$ cat src/rtl/vga_timing_pkg.sv
// Shared VGA timing constants and types, used by the timing generator and by the
// renderer for its bounce limits.
package vga_timing_pkg;

  function automatic int span_total(int active, int fp, int sync, int bp);
    return active + fp + sync + bp;
  endfunction

  localparam int DEF_H_ACTIVE    = 640;
  localparam int DEF_H_FP        = 16;
  localparam int DEF_H_SYNC      = 96;
  localparam int DEF_H_BP        = 48;
  localparam int DEF_V_ACTIVE    = 480;
  localparam int DEF_V_FP        = 10;
  localparam int DEF_V_SYNC      = 2;
  localparam int DEF_V_BP        = 33;
  localparam int DEF_COMPR_SHIFT = 3;

  localparam int DEF_H_TOTAL = span_total(DEF_H_ACTIVE, DEF_H_FP, DEF_H_SYNC, DEF_H_BP);
  localparam int DEF_V_TOTAL = span_total(DEF_V_ACTIVE, DEF_V_FP, DEF_V_SYNC, DEF_V_BP);

  typedef struct packed {
    logic hsync_n;
    logic vsync_n;
    logic active;
  } sync_bits_t;

  // Blanked, syncs deasserted: what the delay line holds out of reset.
  localparam sync_bits_t SYNC_IDLE = '{hsync_n: 1'b1, vsync_n: 1'b1, active: 1'b0};

endpackage

$ cat src/rtl/vga_timing_gen_if.sv
// Bundle of enable input and timing outputs between the generator and its consumer.
interface vga_timing_gen_if;
  logic       en;
  logic [6:0] compr_hrw;
  logic [6:0] compr_vrw;
  logic       hsync;
  logic       vsync;
  logic       active;
  logic       line_tick;
  logic       frame_tick;
  logic [7:0] frame_cnt;

  modport master (
    input  en,
    output compr_hrw, compr_vrw, hsync, vsync, active, line_tick, frame_tick, frame_cnt
  );

  modport slave (
    output en,
    input  compr_hrw, compr_vrw, hsync, vsync, active, line_tick, frame_tick, frame_cnt
  );
endinterface

$ cat src/rtl/sync_delay_line.sv
// Free-running shift register of configurable width and depth; depth 0 is a wire.
module sync_delay_line #(
  parameter int               WIDTH     = 3,
  parameter int               DEPTH     = 1,
  parameter logic [WIDTH-1:0] RESET_VAL = '0
) (
  input  logic             clk,
  input  logic             reset,
  input  logic [WIDTH-1:0] din,
  output logic [WIDTH-1:0] dout
);

  generate
    if (DEPTH == 0) begin : g_bypass
      assign dout = din;
    end else begin : g_pipe
      logic [WIDTH-1:0] stage_q [DEPTH];
      logic [WIDTH-1:0] stage_d [DEPTH];

      always_comb begin
        stage_d[0] = din;
        for (int i = 1; i < DEPTH; i++) begin
          stage_d[i] = stage_q[i-1];
        end
      end

      always_ff @(posedge clk or posedge reset) begin
        if (reset) begin
          for (int i = 0; i < DEPTH; i++) begin
            stage_q[i] <= RESET_VAL;
          end
        end else begin
          for (int i = 0; i < DEPTH; i++) begin
            stage_q[i] <= stage_d[i];
          end
        end
      end

      assign dout = stage_q[DEPTH-1];
    end
  endgenerate

endmodule

$ cat src/rtl/vga_timing_gen.sv
// VGA raster counters with compressed coordinates, line/frame ticks and
// sync/active outputs delayed to line up with the renderer pipeline.
module vga_timing_gen
  import vga_timing_pkg::*;
#(
  parameter int H_ACTIVE    = DEF_H_ACTIVE,
  parameter int H_FP        = DEF_H_FP,
  parameter int H_SYNC      = DEF_H_SYNC,
  parameter int H_BP        = DEF_H_BP,
  parameter int V_ACTIVE    = DEF_V_ACTIVE,
  parameter int V_FP        = DEF_V_FP,
  parameter int V_SYNC      = DEF_V_SYNC,
  parameter int V_BP        = DEF_V_BP,
  parameter int COMPR_SHIFT = DEF_COMPR_SHIFT,
  parameter int SYNC_DELAY  = 1
) (
  input  logic              clk,
  input  logic              reset,
  vga_timing_gen_if.master  bus
);

  localparam int H_TOTAL = span_total(H_ACTIVE, H_FP, H_SYNC, H_BP);
  localparam int V_TOTAL = span_total(V_ACTIVE, V_FP, V_SYNC, V_BP);

  localparam logic [9:0] H_LAST   = 10'(H_TOTAL - 1);
  localparam logic [9:0] V_LAST   = 10'(V_TOTAL - 1);
  localparam logic [9:0] H_VIS    = 10'(H_ACTIVE);
  localparam logic [9:0] V_VIS    = 10'(V_ACTIVE);
  localparam logic [9:0] HS_START = 10'(H_ACTIVE + H_FP);
  localparam logic [9:0] HS_END   = 10'(H_ACTIVE + H_FP + H_SYNC);
  localparam logic [9:0] VS_START = 10'(V_ACTIVE + V_FP);
  localparam logic [9:0] VS_END   = 10'(V_ACTIVE + V_FP + V_SYNC);

  logic [9:0] hcnt_q, hcnt_d;
  logic [9:0] vcnt_q, vcnt_d;
  logic [7:0] frame_cnt_q, frame_cnt_d;
  logic [6:0] compr_hrw_q, compr_hrw_d;
  logic [6:0] compr_vrw_q, compr_vrw_d;
  logic       line_tick_q, line_tick_d;
  logic       frame_tick_q, frame_tick_d;
  sync_bits_t raw_q, raw_d;
  sync_bits_t sync_out;
  logic       line_wrap;
  logic       frame_wrap;

  // Everything but the ticks holds while en is low; ticks only fire on an enabled wrap.
  always_comb begin
    hcnt_d       = hcnt_q;
    vcnt_d       = vcnt_q;
    frame_cnt_d  = frame_cnt_q;
    compr_hrw_d  = compr_hrw_q;
    compr_vrw_d  = compr_vrw_q;
    raw_d        = raw_q;
    line_tick_d  = 1'b0;
    frame_tick_d = 1'b0;
    line_wrap    = (hcnt_q == H_LAST);
    frame_wrap   = line_wrap && (vcnt_q == V_LAST);

    if (bus.en) begin
      hcnt_d = line_wrap ? 10'd0 : hcnt_q + 10'd1;
      if (line_wrap) begin
        vcnt_d = frame_wrap ? 10'd0 : vcnt_q + 10'd1;
      end
      if (frame_wrap) begin
        frame_cnt_d = frame_cnt_q + 8'd1;
      end
      line_tick_d   = line_wrap;
      frame_tick_d  = frame_wrap;
      compr_hrw_d   = 7'(hcnt_q >> COMPR_SHIFT);
      compr_vrw_d   = 7'(vcnt_q >> COMPR_SHIFT);
      raw_d.hsync_n = !((hcnt_q >= HS_START) && (hcnt_q < HS_END));
      raw_d.vsync_n = !((vcnt_q >= VS_START) && (vcnt_q < VS_END));
      raw_d.active  = (hcnt_q < H_VIS) && (vcnt_q < V_VIS);
    end
  end

  always_ff @(posedge clk or posedge reset) begin
    if (reset) begin
      hcnt_q       <= '0;
      vcnt_q       <= '0;
      frame_cnt_q  <= '0;
      compr_hrw_q  <= '0;
      compr_vrw_q  <= '0;
      line_tick_q  <= 1'b0;
      frame_tick_q <= 1'b0;
      raw_q        <= SYNC_IDLE;
    end else begin
      hcnt_q       <= hcnt_d;
      vcnt_q       <= vcnt_d;
      frame_cnt_q  <= frame_cnt_d;
      compr_hrw_q  <= compr_hrw_d;
      compr_vrw_q  <= compr_vrw_d;
      line_tick_q  <= line_tick_d;
      frame_tick_q <= frame_tick_d;
      raw_q        <= raw_d;
    end
  end

  sync_delay_line #(
    .WIDTH     ($bits(sync_bits_t)),
    .DEPTH     (SYNC_DELAY),
    .RESET_VAL (SYNC_IDLE)
  ) u_sync_delay (
    .clk   (clk),
    .reset (reset),
    .din   (raw_q),
    .dout  (sync_out)
  );

  assign bus.compr_hrw  = compr_hrw_q;
  assign bus.compr_vrw  = compr_vrw_q;
  assign bus.hsync      = sync_out.hsync_n;
  assign bus.vsync      = sync_out.vsync_n;
  assign bus.active     = sync_out.active;
  assign bus.line_tick  = line_tick_q;
  assign bus.frame_tick = frame_tick_q;
  assign bus.frame_cnt  = frame_cnt_q;

endmodule

$ cat src/flat_wrapper.sv
// flat-port wrapper written by rule: the top's interface ports become plain ports
module vga_timing_gen_flat import vga_timing_pkg::*;
#(
  parameter int H_ACTIVE    = DEF_H_ACTIVE,
  parameter int H_FP        = DEF_H_FP,
  parameter int H_SYNC      = DEF_H_SYNC,
  parameter int H_BP        = DEF_H_BP,
  parameter int V_ACTIVE    = DEF_V_ACTIVE,
  parameter int V_FP        = DEF_V_FP,
  parameter int V_SYNC      = DEF_V_SYNC,
  parameter int V_BP        = DEF_V_BP,
  parameter int COMPR_SHIFT = DEF_COMPR_SHIFT,
  parameter int SYNC_DELAY  = 1
)
  (clk, reset, bus_en, bus_compr_hrw, bus_compr_vrw, bus_hsync, bus_vsync, bus_active, bus_line_tick, bus_frame_tick, bus_frame_cnt);
  vga_timing_gen_if bus_i ();
  input  logic clk;
  input  logic reset;
  input wire logic [$bits(bus_i.en)-1:0] bus_en;
  output wire logic [$bits(bus_i.compr_hrw)-1:0] bus_compr_hrw;
  output wire logic [$bits(bus_i.compr_vrw)-1:0] bus_compr_vrw;
  output wire logic [$bits(bus_i.hsync)-1:0] bus_hsync;
  output wire logic [$bits(bus_i.vsync)-1:0] bus_vsync;
  output wire logic [$bits(bus_i.active)-1:0] bus_active;
  output wire logic [$bits(bus_i.line_tick)-1:0] bus_line_tick;
  output wire logic [$bits(bus_i.frame_tick)-1:0] bus_frame_tick;
  output wire logic [$bits(bus_i.frame_cnt)-1:0] bus_frame_cnt;
  assign bus_i.en = bus_en;
  assign bus_compr_hrw = bus_i.compr_hrw;
  assign bus_compr_vrw = bus_i.compr_vrw;
  assign bus_hsync = bus_i.hsync;
  assign bus_vsync = bus_i.vsync;
  assign bus_active = bus_i.active;
  assign bus_line_tick = bus_i.line_tick;
  assign bus_frame_tick = bus_i.frame_tick;
  assign bus_frame_cnt = bus_i.frame_cnt;
  vga_timing_gen #(.H_ACTIVE(H_ACTIVE), .H_FP(H_FP), .H_SYNC(H_SYNC), .H_BP(H_BP), .V_ACTIVE(V_ACTIVE), .V_FP(V_FP), .V_SYNC(V_SYNC), .V_BP(V_BP), .COMPR_SHIFT(COMPR_SHIFT), .SYNC_DELAY(SYNC_DELAY)) u_core (.clk(clk), .reset(reset), .bus(bus_i));
endmodule
$ cat config.mk
export PLATFORM = sky130hd
export DESIGN_NAME = vga_timing_gen_flat
export DESIGN_NICKNAME = d
export VERILOG_FILES = /design/src/rtl/vga_timing_pkg.sv /design/src/rtl/vga_timing_gen_if.sv /design/src/rtl/sync_delay_line.sv /design/src/rtl/vga_timing_gen.sv /design/src/flat_wrapper.sv
export SDC_FILE = /design/constraint.sdc
export NUM_CORES = 1
export LEC_CHECK = 0
export ABC_AREA = 1
export CORE_ASPECT_RATIO = 1.75
export CORE_UTILIZATION = 55
export CTS_CLUSTER_DIAMETER = 30
export CTS_CLUSTER_SIZE = 28
export DETAILED_ROUTE_END_ITERATION = 8
export PLACE_DENSITY = 0.77
export SLEW_MARGIN = 20
export SYNTH_ARGS = -nofsm -noshare
export SYNTH_HDL_FRONTEND = slang
export SYNTH_SLANG_ARGS = --single-unit
$ cat constraint.sdc
create_clock -name clk -period 1.6 [get_ports clk]
set_input_delay 0.16 -clock clk [delete_from_list [all_inputs] [get_ports clk]]
set_output_delay 0.16 -clock clk [all_outputs]
set_load 0.01 [all_outputs]
==> results.cfg, run 1 <==
[setup_path]
arrival_ns = 1.36
worstSetupPathType = reg2out
critPathTopFamily = flip-flops
critPathRequiredTime_ns = 1.44
cp_cell_sequence = clkdlybuf4s50_1
slowest_delay_ns = 0.53
critPathLaunchType = flip-flop
critPathSlowestCell = dfstp_2
crit_path_end_kind = primary output
cp_max_fo = 1
critPathBufInv = 1

[clocking]
clock_latency_ns = 0.31
cts.path.max_buffers = 2
cts-buffers-inserted = 5
cts_tree = yes
hold_buffers = 0
clock-sinks = 50
cts.clk_slew.worst_paths_ns = 0.09
root_buffer = clkbuf_8
h-tree-depth = 2

[power]
p_int_mw = 2.09
power_frac_comb = 0.232
power.density_nw_per_um2 = 1010
max-vdd-ir-drop_mv = 0.811
seqPwrFrac = 0.516
power_frac_clock = 0.253
switching_share = 0.306
leakage_nw = 1.46
p_switching_mw = 0.924

[sta]
slew_viol_final = 0
worstMarginPinSlew_ns = 0.434
timing.final.crit_share = 0.951
final_period_minus_worst_setup_slack_ns = 1.52
skew_ns = 0.0110
hold_violations = 0
maxSlewHeadroom = 0.710
finalSetupTns_ns = 0
timing.fmax_mhz = 657
rsz0062_at_grt = false
setup-violations-final = 0

[placed_design]
hpwl_microns = 3780
buffer_ports.inserted = 29
finalWeightedCongestion = 0.927

[final_layout]
area_growth_pct = 23.2
n_antenna_cell = 0
final_core_util = 0.714
final_nets = 337
drive_above_1_share = 0.142

[floorplanning]
dieArea_sq_um = 4700
start_util = 0.580
die_h_microns = 89.9
core.rowCount = 31
io_pins = 30
die_w_microns = 52.2
coreArea_sq_um = 4190

[flow_run]
max_cap_viol_count = 0

[drt]
first_iter_violations = 65
routedWlPerCell_microns = 13.2
via_count = 1958
drt_first_pass_iters = 5
ant_nets = 0
via_per_inst = 5.17
drc = 0
wl_microns = 4990

[logic_synthesis]
synth_mux_area_frac = 0
synthTopCellsByCount = 71 x nand2_1, 46 x dfrtp_1, 31 x inv_1
synth-edff-count = 0
synth_fp_nets = 289
syn_avg_cell_area_sq_um = 8.64
yosys.area_share.xor_xnor = 0.0469
synth_cells = 281
synth-seq-cells = 50
synth_area_leaders = dfrtp_1 47%, nand2_1 11%, nand3_1 4.9%
synth_compound_area_frac = 0.0618
synthSimpleGateAreaFrac = 0.275
synth_fa_ha_area_frac = 0.0258
yosysWarnings = 0
synth_top_family_by_area = simple AND/OR/NAND/NOR gates
synth_most_common_cell = nand2_1
async_flop_share = 1.00
synthDistinctLibCells = 31
synthFlopType = dfrtp_1
yosysTopAreaCell = dfrtp_1
synth_top_area_frac = 0.474
ys_seq_area_frac = 0.517
syn-cell-area_sq_um = 2430

[grt]
grt_pass1_vias = 1926
grt_pass1_wl_microns = 8600
grt_max_degree = 28
antenna_found_initial = 0
grt_overflow = 0
grt_usage = 0.246

[worst_hold_path]
hp-class = in2async

[outcome]
outcome = finished clean
==> flip-flops by register name (all words and copies together) (netlist names) <==
register and count:
u_core.bus.line_tick 1, u_core.raw_q 3, u_core.bus.frame_tick 1, u_core.hcnt_q 10, u_core.vcnt_q 10, u_core.bus.compr_vrw 7
u_core.u_sync_delay.dout 3, u_core.bus.frame_cnt 8, u_core.bus.compr_hrw 7
==> placed cells by master (no fill, tap or decap), types with 2 or more instances in the layout <==
master	synthesis	routed
nand2_1	71	70
dfrtp_1	46	46
inv_1	31	30
clkdlybuf4s50_1	0	29
nor2_1	27	26
nand3_1	24	24
o21ai_0	21	21
buf_4	0	18
xor2_1	7	7
xnor2_1	6	6
nand4_1	6	6
clkbuf_8	0	6
inv_2	4	5
ha_1	5	5
nand2_2	3	4
o21ai_1	4	4
dfstp_2	4	4
nor2_2	1	2
nand3_4	2	2
nor3_4	1	2
==> stage by stage <==
stage	cells	hold slack [ns]	area, sq um	setup slack (ns)	power (mW)
2_1_floorplan	281	0.290	2430	0.234	1.94
3_3_place_gp	369	0.358	2870	0.133	2.25
3_5_place_dp	369	0.359	2870	0.0921	2.28
4_1_cts	377	0.111	2970	0.0651	3.03
5_1_grt	379	0.157	2990	0.000516	3.19
6_report	379	0.104	2990	0.0791	3.02
==> routing by layer <==
metal	routed length (microns)	vias to the layer above	track usage
met1	2040	932	0.291
met3	122	10	0.0474
met2	2700	32	0.413
met5	0	-	0
li1	-	984	-
met4	123	0	0.114
==> path summary, 6_finish.rpt <==
check | end | slack, ns | cells after the start | start
worst max-delay path | bus_vsync | 0.08 | 1 | u_core.u_sync_delay.dout[1]
worst min-delay path | u_core.bus.frame_cnt[0] | 0.10 | 2 | reset
worst max register to register | u_core.vcnt_q[8] | 0.13 | 7 | u_core.vcnt_q[0]
min in group clk | u_core.u_sync_delay.dout[1] | 0.37 | 0 | u_core.raw_q[1]
max in group asynchronous | u_core.u_sync_delay.dout[2] | 1.00 | 3 | reset
worst min register to register | u_core.u_sync_delay.dout[1] | 0.37 | 0 | u_core.raw_q[1]
==> cells by family after synthesis <==
kind of cell | count (synthesis)
AND/OR/NAND/NOR | 142
flip-flops | 50
AO/OA/AOI/OAI | 29
buffers and inverters | 42
XOR/XNOR | 13
adder cells (fa/ha/maj) | 5
==> power by group through the flow <==
stage	Combinational, mW	Clock (mW)	Sequential, mW
after floorplan	0.338	0	1.60
after CTS	0.703	0.771	1.55
after detailed placement	0.700	0	1.58
final	0.698	0.762	1.56
after global routing	0.793	0.830	1.57
after global placement	0.684	0	1.56
==> timing repair <==
action / in CTS / in global routing
setup endpoints to repair: 0 / 12
hold endpoints to repair: 0 / 0
resized for setup: 0 / 3
setup buffers: 0 / 2
==> final cells by class <==
type	instances	area [sq um]
tap	49	61.3
inverter	35	131
sequential	50	1260
multi-input combinational	189	1010
fill	320	1200
timing repair buffer	48	445
clock inverter	1	5.00
clock buffer	7	86.3
(Power assumes the default switching activity.)
==> run 2: changes to the inputs <==
--- a/config.mk
+++ b/config.mk
@@ -9,7 +9,7 @@
 export CORE_ASPECT_RATIO = 1.75
 export CORE_UTILIZATION = 55
 export CTS_CLUSTER_DIAMETER = 30
-export CTS_CLUSTER_SIZE = 28
+export CTS_CLUSTER_SIZE = 12
 export DETAILED_ROUTE_END_ITERATION = 8
 export PLACE_DENSITY = 0.77
 export SLEW_MARGIN = 20
==> results of run 2 <==
No change in the layout: final DEF, timing and power equal those of run 1.
==> run 3: changes to the inputs <==
--- a/config.mk
+++ b/config.mk
@@ -12,6 +12,7 @@
 export CTS_CLUSTER_SIZE = 12
 export DETAILED_ROUTE_END_ITERATION = 8
 export PLACE_DENSITY = 0.77
+export REMOVE_ABC_BUFFERS = 1
 export SLEW_MARGIN = 20
 export SYNTH_ARGS = -nofsm -noshare
 export SYNTH_HDL_FRONTEND = slang
==> results.cfg, run 3 (synthesis gave the netlist of run 1 again) <==
[drt]
first_iter_violations = 79
via_count = 2003
routedWlPerCell_microns = 13.5
drt_first_pass_iters = 4
via_per_inst = 5.28
drc = 0
wl_microns = 5110
ant_nets = 0

[setup_path]
critPathBufInv = 1
cp_cell_sequence = clkdlybuf4s50_1
crit_path_end_kind = primary output
critPathSlowestCell = dfstp_2
slowest_delay_ns = 0.54
crit_start = u_core.u_sync_delay.dout[1]
critPathRequiredTime_ns = 1.44
critPathTopFamily = flip-flops
worstSetupPathType = reg2out
critPathLaunchType = flip-flop
cp_max_fo = 1
arrival_ns = 1.36
worstReg2RegStart = u_core.vcnt_q[1]

[sta]
setup_slack_ns = 0.0814
finalSetupTns_ns = 0
skew_ns = 0.0107
setup-violations-final = 0
hold_violations = 0
timing.fmax_mhz = 658
whs_ns = 0.130
final_period_minus_worst_setup_slack_ns = 1.52
timing.final.crit_share = 0.949
slew_viol_final = 0
worstMarginPinSlew_ns = 0.394
maxSlewHeadroom = 0.736
rsz0062_at_grt = false

[final_layout]
area_growth_pct = 23.2
n_antenna_cell = 0
final_common_cell = nand2_1
final_nets = 337
drive_above_1_share = 0.139
final_cell_mix = 71 x nand2_1, 45 x dfrtp_1, 30 x inv_1, 29 x clkdlybuf4s50_1, 27 x nor2_1

[floorplanning]
core.rowCount = 31
dieArea_sq_um = 4700
die_w_microns = 52.2
start_util = 0.580
coreArea_sq_um = 4190
die_h_microns = 89.9
io_pins = 30

[placed_design]
finalWeightedCongestion = 0.852
dp_slack_ns = 0.0728
buffer_ports.inserted = 29
hpwl_microns = 3680

[clocking]
h-tree-depth = 2
clock_latency_ns = 0.30
clock-sinks = 50
root_buffer = clkbuf_8
cts-buffers-inserted = 5
cts.clk_slew.worst_paths_ns = 0.09
cts_tree = yes
hold_buffers = 0
cts.path.max_buffers = 2

[power]
leakage_nw = 1.45
power_frac_clock = 0.254
power_frac_comb = 0.214
p_switching_mw = 0.899
total_power_mw = 2.95
switching_share = 0.304
power.density_nw_per_um2 = 988
p_int_mw = 2.05
max-vdd-ir-drop_mv = 0.704
seqPwrFrac = 0.532

[grt]
grt_usage = 0.246
grt_overflow = 0
grt_max_degree = 18
grt_pass1_vias = 1902
antenna_found_initial = 0
grt_pass1_wl_microns = 8610

[flow_run]
max_cap_viol_count = 0

[worst_hold_path]
hp-class = in2async

[outcome]
outcome = finished clean
[run 3: layer usage]
metal  vias up  GRT usage  share of wire
li1        988          -              -
met1       956      0.290           0.40
met2        46      0.420           0.55
met3        13     0.0474          0.025
met4         0      0.101          0.025
met5         -          0              0
[run 3: power by group through the flow]
stage          Combinational, mW  Sequential, mW  Clock [mW]
2_1_floorplan              0.328            1.60           0
3_3_place_gp               0.618            1.58           0
3_5_place_dp               0.635            1.59           0
4_1_cts                    0.636            1.57       0.768
5_1_grt                    0.721            1.60       0.827
6_report                   0.632            1.57       0.750
[run 3: worst paths after layout]
| check | depth (start not counted) | slack (ns) | end |
|---|---|---|---|
| max in group asynchronous | 3 | 0.95 | u_core.u_sync_delay.dout[2] |
| worst min-delay path | 2 | 0.13 | u_core.bus.frame_cnt[3] |
| worst max-delay path | 1 | 0.08 | bus_vsync |
| min in group clk | 0 | 0.37 | u_core.u_sync_delay.dout[1] |
| worst min register to register | 0 | 0.37 | u_core.u_sync_delay.dout[1] |
| worst max register to register | 7 | 0.11 | u_core.vcnt_q[4] |
[run 3: repair_timing]
item,in CTS,in global routing
endpoints found under the setup margin,0,15
buffers inserted,0,2
gates resized for setup,0,3
[run 3: metrics by stage]
step                      utilization  cell area (sq um)  std cells
final                           0.714               2990        379
after global placement          0.684               2870        368
after floorplan                     -               2380        274
after detailed placement        0.684               2870        368
after CTS                       0.706               2960        376
after global routing            0.714               2990        379
[run 3: final cells by class]
cell class	instances	area, sq um
sequential	50	1260
fill	330	1200
multi-input combinational	190	1010
timing repair buffer	47	438
inverter	35	131
clock buffer	7	86.3
tap	49	61.3
clock inverter	1	5.00
